$ cat config.mk
export PLATFORM = sky130hd
export DESIGN_NAME = tilt_uart_framer_flat
export DESIGN_NICKNAME = d
export VERILOG_FILES = /design/src/rtl/tilt_uart_framer_if.sv /design/src/rtl/tilt_uart_framer.sv /design/src/flat_wrapper.sv
export SDC_FILE = /design/constraint.sdc
export NUM_CORES = 1
export LEC_CHECK = 0
export BUFFER_PORTS_ARGS = -buffer_cell sky130_fd_sc_hd__buf_2
export CORE_ASPECT_RATIO = 0.6
export CORE_MARGIN = 3
export CORE_UTILIZATION = 55
export CTS_CLUSTER_DIAMETER = 80
export CTS_CLUSTER_SIZE = 24
export DETAILED_ROUTE_END_ITERATION = 6
export PLACE_DENSITY_LB_ADDON = 0.1
export SYNTH_ARGS = -nofsm -noshare
export SYNTH_HDL_FRONTEND = slang
export SYNTH_SLANG_ARGS = --single-unit
$ cat constraint.sdc
create_clock -name clk -period 3.6 [get_ports clk]
set_clock_uncertainty 0.05 [all_clocks]
set_input_delay 0 -clock clk [delete_from_list [all_inputs] [get_ports clk]]
set_output_delay 0 -clock clk [all_outputs]
set_load 0.05 [all_outputs]
$ cat src/rtl/tilt_uart_framer_if.sv
// rtl/tilt_uart_framer_if.sv - byte send handshake between the tilt framer and the UART transmitter
interface tilt_uart_framer_if;
  logic       send;
  logic [7:0] send_data;
  logic       uart_ready;

  modport master (output send, output send_data, input uart_ready);
  modport slave  (input send, input send_data, output uart_ready);
endinterface

$ cat src/rtl/tilt_uart_framer.sv
// rtl/tilt_uart_framer.sv - classifies gyro Y/Z tilt with hysteresis and paces HDR/LR/TB frames to a UART
// Optional TILT_MAG_EN appends a saturated magnitude byte after each direction byte.
module tilt_uart_framer #(
  parameter int         DATA_W    = 16,
  parameter int         THRESH    = 4096,
  parameter int         HYST      = 1024,
  parameter logic [7:0] HDR_BYTE  = 8'h63,
  parameter logic [7:0] NEUTRAL   = 8'hFF,
  parameter int         MAG_SHIFT = 8
) (
  input  logic                     clk,
  input  logic                     rst_n,
  input  logic                     tick,
  input  logic signed [DATA_W-1:0] data_x,
  input  logic signed [DATA_W-1:0] data_y,
  input  logic signed [DATA_W-1:0] data_z,
  tilt_uart_framer_if.master       uart,
  output logic                     frame_busy,
  output logic [3:0]               dir,
  output logic                     overrun,
  output logic signed [DATA_W-1:0] dbg_axis
);

`ifdef TILT_MAG_EN
  localparam int N_BYTES = 5;
`else
  localparam int N_BYTES = 3;
`endif
  localparam logic [2:0] LAST_IDX = 3'(N_BYTES - 1);
  localparam logic signed [DATA_W:0] T_SET = (DATA_W+1)'(THRESH);
  localparam logic signed [DATA_W:0] T_REL = (DATA_W+1)'(THRESH - HYST);

  typedef enum logic [2:0] {S_IDLE, S_CLASSIFY, S_ISSUE, S_WAIT_BUSY, S_WAIT_DONE} state_t;

  state_t                    state_q, state_d;
  logic [2:0]                idx_q, idx_d;
  logic                      send_q, send_d;
  logic [7:0]                data_q, data_d;
  logic                      busy_d, overrun_d, snap;
  logic [3:0]                dir_d;
  logic signed [DATA_W-1:0]  x_s, y_s, z_s;
  logic signed [DATA_W:0]    y_w, z_w;
  logic [7:0]                lr_byte, tb_byte, cur_byte;

  // Widening by one bit keeps -(most negative sample) representable.
  assign y_w = {y_s[DATA_W-1], y_s};
  assign z_w = {z_s[DATA_W-1], z_s};

  // Returns {neg, pos}; entering one side clears the other, release only below THRESH-HYST.
  function automatic logic [1:0] classify(input logic signed [DATA_W:0] v,
                                          input logic neg_f, input logic pos_f);
    logic n, p;
    n = neg_f;
    p = pos_f;
    if (v < -T_SET) begin
      n = 1'b1;
      p = 1'b0;
    end else if (v > T_SET) begin
      p = 1'b1;
      n = 1'b0;
    end else begin
      if (v > -T_REL) n = 1'b0;
      if (v < T_REL)  p = 1'b0;
    end
    return {n, p};
  endfunction

`ifdef TILT_MAG_EN
  localparam logic [DATA_W:0] MAG_CAP = (DATA_W+1)'(254);

  function automatic logic [7:0] mag_byte(input logic signed [DATA_W:0] v);
    logic [DATA_W:0] a, s;
    a = v[DATA_W] ? $unsigned(-v) : $unsigned(v);
    s = a >> MAG_SHIFT;
    return (s > MAG_CAP) ? 8'hFE : s[7:0];
  endfunction
`endif

  assign lr_byte = dir[3] ? 8'h02 : (dir[2] ? 8'h03 : NEUTRAL);
  assign tb_byte = dir[1] ? 8'h00 : (dir[0] ? 8'h01 : NEUTRAL);

  always_comb begin
    cur_byte = HDR_BYTE;
    case (idx_q)
      3'd1:    cur_byte = lr_byte;
`ifdef TILT_MAG_EN
      3'd2:    cur_byte = mag_byte(y_w);
      3'd3:    cur_byte = tb_byte;
      3'd4:    cur_byte = mag_byte(z_w);
`else
      3'd2:    cur_byte = tb_byte;
`endif
      default: cur_byte = HDR_BYTE;
    endcase
  end

  always_comb begin
    state_d   = state_q;
    idx_d     = idx_q;
    send_d    = 1'b0;
    data_d    = data_q;
    busy_d    = frame_busy;
    dir_d     = dir;
    overrun_d = overrun;
    snap      = 1'b0;
    if (tick && state_q != S_IDLE) overrun_d = 1'b1;
    case (state_q)
      S_IDLE: if (tick) begin
        snap    = 1'b1;
        idx_d   = 3'd0;
        state_d = S_CLASSIFY;
      end
      S_CLASSIFY: begin
        dir_d   = {classify(y_w, dir[3], dir[2]), classify(z_w, dir[1], dir[0])};
        state_d = S_ISSUE;
      end
      S_ISSUE: if (uart.uart_ready) begin
        send_d  = 1'b1;
        data_d  = cur_byte;
        busy_d  = 1'b1;
        state_d = S_WAIT_BUSY;
      end
      S_WAIT_BUSY: if (!uart.uart_ready) state_d = S_WAIT_DONE;
      S_WAIT_DONE: if (uart.uart_ready) begin
        if (idx_q == LAST_IDX) begin
          busy_d  = 1'b0;
          state_d = S_IDLE;
        end else begin
          idx_d   = idx_q + 3'd1;
          state_d = S_ISSUE;
        end
      end
      default: state_d = S_IDLE;
    endcase
  end

  always_ff @(posedge clk or negedge rst_n) begin
    if (!rst_n) begin
      state_q    <= S_IDLE;
      idx_q      <= 3'd0;
      send_q     <= 1'b0;
      data_q     <= 8'h00;
      frame_busy <= 1'b0;
      dir        <= 4'b0000;
      overrun    <= 1'b0;
      x_s        <= '0;
      y_s        <= '0;
      z_s        <= '0;
    end else begin
      state_q    <= state_d;
      idx_q      <= idx_d;
      send_q     <= send_d;
      data_q     <= data_d;
      frame_busy <= busy_d;
      dir        <= dir_d;
      overrun    <= overrun_d;
      if (snap) begin
        x_s <= data_x;
        y_s <= data_y;
        z_s <= data_z;
      end
    end
  end

  assign uart.send      = send_q;
  assign uart.send_data = data_q;
  assign dbg_axis       = x_s;

endmodule

$ cat src/flat_wrapper.sv
// flat-port wrapper written by rule: the top's interface ports become plain ports
module tilt_uart_framer_flat 
#(
  parameter int         DATA_W    = 16,
  parameter int         THRESH    = 4096,
  parameter int         HYST      = 1024,
  parameter logic [7:0] HDR_BYTE  = 8'h63,
  parameter logic [7:0] NEUTRAL   = 8'hFF,
  parameter int         MAG_SHIFT = 8
)
  (clk, rst_n, tick, data_x, data_y, data_z, frame_busy, dir, overrun, dbg_axis, uart_send, uart_send_data, uart_uart_ready);
  tilt_uart_framer_if uart_i ();
  input  logic clk;
  input  logic rst_n;
  input  logic tick;
  input  logic signed [DATA_W-1:0] data_x;
  input  logic signed [DATA_W-1:0] data_y;
  input  logic signed [DATA_W-1:0] data_z;
  output logic frame_busy;
  output logic [3:0] dir;
  output logic overrun;
  output logic signed [DATA_W-1:0] dbg_axis;
  output wire logic [$bits(uart_i.send)-1:0] uart_send;
  output wire logic [$bits(uart_i.send_data)-1:0] uart_send_data;
  input wire logic [$bits(uart_i.uart_ready)-1:0] uart_uart_ready;
  assign uart_send = uart_i.send;
  assign uart_send_data = uart_i.send_data;
  assign uart_i.uart_ready = uart_uart_ready;
  tilt_uart_framer #(.DATA_W(DATA_W), .THRESH(THRESH), .HYST(HYST), .HDR_BYTE(HDR_BYTE), .NEUTRAL(NEUTRAL), .MAG_SHIFT(MAG_SHIFT)) u_core (.clk(clk), .rst_n(rst_n), .tick(tick), .data_x(data_x), .data_y(data_y), .data_z(data_z), .uart(uart_i), .frame_busy(frame_busy), .dir(dir), .overrun(overrun), .dbg_axis(dbg_axis));
endmodule
; ---- Word-level counts from Yosys, hierarchy flattened
; Cells that the tools add are included.
; Widths: inputs -> output; s select.
[totals]
out_inout_bits = 31
in_bits = 52
regBits = 69
[classes]
order_cmp = 8
n_eq_ne = 12
addsub = 1
reduce_logical = 17
muxes = 35
[op_table]
columns = operator, n
row1 = $lt 16x13->1 const B, 4
row2 = $gt 16x13->1 const B, 2
row3 = $gt 16x14->1 const B, 2
row4 = $mux 8, 4
row5 = $mux 3, 7
row6 = $mux 1, 19
row7 = $pmux 8 s2, 1
row8 = $pmux 3 s5, 1
row9 = $reduce_bool 3->1, 5
row10 = $reduce_and 4->1, 3
row11 = $ne 2x2->1 const B, 5
row12 = $reduce_and 2->1, 5
row13 = $eq 3x2->1 const B, 3
row14 = $eq 3x1->1 const B, 2
row15 = $pmux 3 s2, 1
row16 = $reduce_bool 2->1, 2
row17 = $add 3x1->3 const B, 1
row18 = $eq 3x3->1 const B, 1
row19 = $logic_not 3->1, 1
row20 = $mux 2, 1
row21 = $ne 2x1->1 const B, 1
row22 = $pmux 1 s2, 1
row23 = $logic_and 1x1->1, 1

; ---- Depth between registers and ports, before layout
[logic_depth]
word_depth = 4
mapped_depth = 7
mapped_depth_nobuf = 6

; ---- Worst setup path after synthesis
; OpenSTA, ideal clock, no wires.
[synth_timing]
kind = flip-flop to flip-flop
from = register u_core.idx_q[0]
to = register u_core.idx_q[2]
t_required_ns = 3.420
path_buffers = 0
setup_ns = 0.130
period_less_slack_ns = 1.399
stages_incl_launch_ff = 7
setup_slack_ns = 2.201
arrival_time_ns = 1.219
cell_sequence = dfrtp_1 inv_1 ha_1 nand2b_1 nand4_1 o211ai_1 o31ai_1
[synth_via]
elab_chain_len = 4
word_cells_on_any_way = 7
cone_classes = add/sub: 1 / eq/ne: 2 / mux: 3 / reduce/logical: 1
[synth_lines]
columns = item, line
row1 = start: declaration, tilt_uart_framer.sv:36  ; logic [2:0] idx_q, idx_d;
row2 = start signal: assignment, tilt_uart_framer.sv:151  ; idx_q <= idx_d;
row3 = $add 3x1->3, tilt_uart_framer.sv:129  ; idx_d = idx_q + 3'd1;
row4 = $mux 3, tilt_uart_framer.sv:125  ; if (idx_q == LAST_IDX) begin
row5 = $mux 3, tilt_uart_framer.sv:124  ; S_WAIT_DONE: if (uart.uart_ready) begin
row6 = $pmux 3 s2, tilt_uart_framer.sv:107  ; case (state_q)
; Several ways; a longest one is shown, not always the timed one. The select of a mux whose other input is x is not followed.
; A chain may end at the register's enable or synchronous reset.

; ---- Worst setup path after layout
[layout_timing]
from = register u_core.state_q[1]
to = register u_core.idx_q[2]
[layout_via]
elab_chain_len = 3
word_cells_on_any_way = 8
cone_classes = eq/ne: 4 / mux: 1 / reduce/logical: 3
[layout_lines]
columns = item, line
row1 = start: declaration, tilt_uart_framer.sv:35  ; state_t state_q, state_d;
row2 = start signal: assignment, tilt_uart_framer.sv:150  ; state_q <= state_d;
row3 = $eq 3x3->1 / $logic_not 3->1 (equally long branches), tilt_uart_framer.sv:107
row4 = $ne 2x2->1 (no line) / $reduce_bool 2->1 (equally long branches), n/a
row5 = $reduce_and 4->1 (no line), n/a
; Several ways; a longest one is shown, not always the timed one.

==> reports/qor.csv <==
metric;value;unit
status;finished clean;
regToRegEndpoint;u_core.idx_q[2];
share_comb_of_total_power;42.8;%
drive_above_1_share;22.49;%
initial_utilization;59.05;%
syn_to_final_growth;38.15;%
synth.area.mux_share;0;%
power_density;819.4;nW/um^2
drcViolationCount;0;
yosys.area.top_type;sky130_fd_sc_hd__dfrtp_1;
clock_pin_slew_on_the_worst_setup_and_hold_paths;0.06;ns
worstMarginPinSlew;1.003;ns
drt_first_iter_violations;120;
critical_path.n_buffers_inverters;0;
avgSynthCellArea;8.913;sq um
async_reset_ff_share;100.0;%
setup.worst_path.class;reg2reg;
r2r_start;u_core.state_q[1];
final_routed_wirelength_across_all_metal_layers;6961;um
hold_viol;0;
number_of_maximum_capacitance_constraint_violations;0;
h_tree_depth;3;
cts_setup_buffers;0;
power.share.switching;46.45;%
worstPathMaxFanout;51;
layoutNonFillerInstCount;512;
groute.usage.overall;24.69;%
crit_arrival;2.13;ns
postSynthNetCount;370;
fin_crit;1.967;ns
min-delay-path-class;in2async;
yosys.area_share.adder;1.337;%
sequentialPowerShare;41.0;%
worstSetupEndpoint;u_core.idx_q[2];
highest_layer;met4;
synth_ff_type;sky130_fd_sc_hd__dfrtp_1;
place_inst;446;
origin_of_the_worst_setup_path;u_core.state_q[1];
synth-compound-area-share;5.660;%
report.final.setup_viol;0;
count_of_instances_resized_after_the_clock_tree_is_built;0;
highest_achievable_clock_rate;508.4;MHz
crit_path_end_kind;register;
synth.cells.most_frequent;sky130_fd_sc_hd__nand2_1 (149), sky130_fd_sc_hd__dfrtp_1 (65), sky130_fd_sc_hd__o21ai_0 (11), sky130_fd_sc_hd__nand3_1 (10), sky130_fd_sc_hd__nor2_1 (10);
via_density;5.045;
clk_lat_worst_skew;0.34;ns
die_area;6027;sq um
r2r_slack;1.63;ns
number_of_global_route_vias_before_repair;2428;
postSynthRegisterBits;65;
largest_cells_by_area_after_synthesis;sky130_fd_sc_hd__dfrtp_1 (58%), sky130_fd_sc_hd__nand2_1 (20%), sky130_fd_sc_hd__o21ai_0 (2.0%);
avgRoutedWirePerCell;13.60;um
max-slew-margin-rel;33.14;%
yosys.cell_count.top_type;sky130_fd_sc_hd__nand2_1;
num_rows;19;
num_antenna_cells;0;
grt_setup_unrepaired;false;
detail-route-antenna-nets;0;
synth_simple_gate_area_share;30.53;%
numClockSinks;65;
pin_count_of_the_biggest_net_entering_global_routing;52;
critPathRequiredTime;3.76;ns
net-switching-power;0.001476;W
cts_max_path_buffers;2;
critical_path.cell_chain;nor3_2, nand2_2, o211ai_1, o31ai_1;
place_hpwl;4083;um
worstSetupPathDepth;4;
mapped_cell_area;2808;sq um
synth_cell_type_count;35;
final.period_utilization;54.63;%
wl_met1;3167;um
cpMaxStageDelayCell;sky130_fd_sc_hd__nand2_2;
vias;2583;
hold_ws;0.3252;ns
place_congestion;0.7944;
max_slew_violation_total_from_the_final_report;0;
post_synth_inst_count;315;
warning_count_from_the_yosys_run;0;
synth_top_family_by_area;simple AND/OR/NAND/NOR gates;
portion_of_the_post_synthesis_area_used_by_sequential_elements;57.93;%
design.core.area;4755;sq um
crit_family;simple AND/OR/NAND/NOR gates;
peakVddDrop;0.4285;mV
die_x;98.24;um
finalNetCount;500;
power_report.internal_total;0.001702;W
cp-start-kind;register;
first_pass_grt_wire_length;11490;um
cts_root_buffer;sky130_fd_sc_hd__clkbuf_8;
worstRegToRegCells;4;
met2_routed_wl;3324;um
worst_path_largest_cell_delay;0.58;ns
cts_tree;built;
synth-edff-count;0;
synth_top_area_share;57.93;%
drtPass1Iterations;5;
final.setup.tns;0;ns
port_buffers;82;
die_height;61.35;um
yosys.area_share.xor_xnor;0;%
cts_buffers;9;
top_level_ports;83;
initial_antenna_violation_count;0;
grt-ovfl-total;0;
route.met3.wl;436;um
power_leakage;2.004;nW
clock_power_share;16.3;%
==> sequential cells by signal, indices dropped and copies added (netlist names) <==
name	flops
u_core.dbg_axis	16
u_core.dir	4
u_core.frame_busy	1
u_core.idx_q	3
u_core.overrun	1
u_core.state_q	3
u_core.uart.send	1
u_core.uart.send_data	4
u_core.y_s	16
u_core.z_s	16
==> worst reg2reg max path: cells and delay by family, from the launching register on <==
family           cells  cell delay, ns
AO/OA/AOI/OAI        2            0.44
flip-flops           1            0.47
AND/OR/NAND/NOR      2            0.90
==> cell families after synthesis <==
group / after synthesis
buffers and inverters: 22
AOI/OAI and AO/OA: 26
DFF: 65
and+or+nand+nor: 199
adders and majority gates: 3
==> worst min-delay path by stage <==
| stage | slack, ns | depth (start not counted) | startpoint | to |
|---|---|---|---|---|
| finish | 0.33 | 2 | rst_n | u_core.dbg_axis[9] |
| global route | 0.36 | 4 | data_y[3] | u_core.y_s[3] |
| CTS | 0.32 | 4 | data_x[1] | u_core.dbg_axis[1] |
| detailed placement | 0.14 | 3 | data_y[2] | u_core.y_s[2] |
| global placement | 0.14 | 3 | data_z[4] | u_core.z_s[4] |
| floorplan | -0.35 | 0 | rst_n | u_core.dbg_axis[0] |
==> stage by stage <==
step / area [sq um] / util [%] / setup slack [ns] / power [W]
after CTS: 3879 / 81.58 / 1.646 / 0.003191
after detailed placement: 3206 / 67.42 / 1.657 / 0.002624
after global placement: 3206 / 67.42 / 1.702 / 0.002573
final: 3879 / 81.58 / 1.633 / 0.003178
after global routing: 3879 / 81.58 / 1.487 / 0.003409
after floorplan: 2808 / - / 2.201 / 0.002311
==> routing by layer <==
layer | track usage [%] | vias to the layer above
met2 | 40.43 | 78
met4 | 7.588 | 0
met5 | 0 | -
li1 | - | 1286
met3 | 7.919 | 4
met1 | 32.47 | 1215
==> layout make-up <==
type	instances	area, sq um
inverter	7	26.28
sequential	65	1627
clock buffer	12	145.1
clock inverter	3	17.52
multi-input combinational	228	1056
fill	300	875.8
timing repair buffer	134	928.4
tap	63	78.83
==> timing repair <==
action,CTS,global route
endpoints found under the setup margin,0,0
hold endpoints to repair,96,0
hold buffers,51,0
==> placed cells by master, fill, tap and decap left out, types with 2 or more instances in the layout <==
| cell | Yosys | routed |
|---|---|---|
| sky130_fd_sc_hd__a21oi_1 | 4 | 4 |
| sky130_fd_sc_hd__o31ai_1 | 2 | 2 |
| sky130_fd_sc_hd__buf_2 | 6 | 82 |
| sky130_fd_sc_hd__clkinv_2 | 0 | 2 |
| sky130_fd_sc_hd__nor4_1 | 6 | 6 |
| sky130_fd_sc_hd__nor2_1 | 10 | 10 |
| sky130_fd_sc_hd__inv_1 | 6 | 6 |
| sky130_fd_sc_hd__clkbuf_1 | 2 | 2 |
| sky130_fd_sc_hd__nand4_1 | 3 | 3 |
| sky130_fd_sc_hd__dfrtp_1 | 65 | 65 |
| sky130_fd_sc_hd__dlygate4sd3_1 | 0 | 51 |
| sky130_fd_sc_hd__nor3_1 | 5 | 5 |
| sky130_fd_sc_hd__nand2_1 | 149 | 148 |
| sky130_fd_sc_hd__o21ai_0 | 11 | 11 |
| sky130_fd_sc_hd__nand2b_1 | 6 | 6 |
| sky130_fd_sc_hd__nand3_1 | 10 | 10 |
| sky130_fd_sc_hd__ha_1 | 3 | 3 |
| sky130_fd_sc_hd__clkbuf_8 | 0 | 10 |
| sky130_fd_sc_hd__nor4b_1 | 2 | 2 |
| sky130_fd_sc_hd__a32oi_1 | 2 | 2 |
==> power by group through the flow <==
stage                     Combinational (W)  Clock (W)  Sequential, W
final                               0.00136   0.000517        0.00130
after global routing                0.00150   0.000561        0.00135
after CTS                           0.00136   0.000530        0.00130
after detailed placement            0.00132          0        0.00131
after global placement              0.00128          0        0.00129
after floorplan                    0.000634          0        0.00168
No activity file was read; power rests on OpenSTA's default activity.
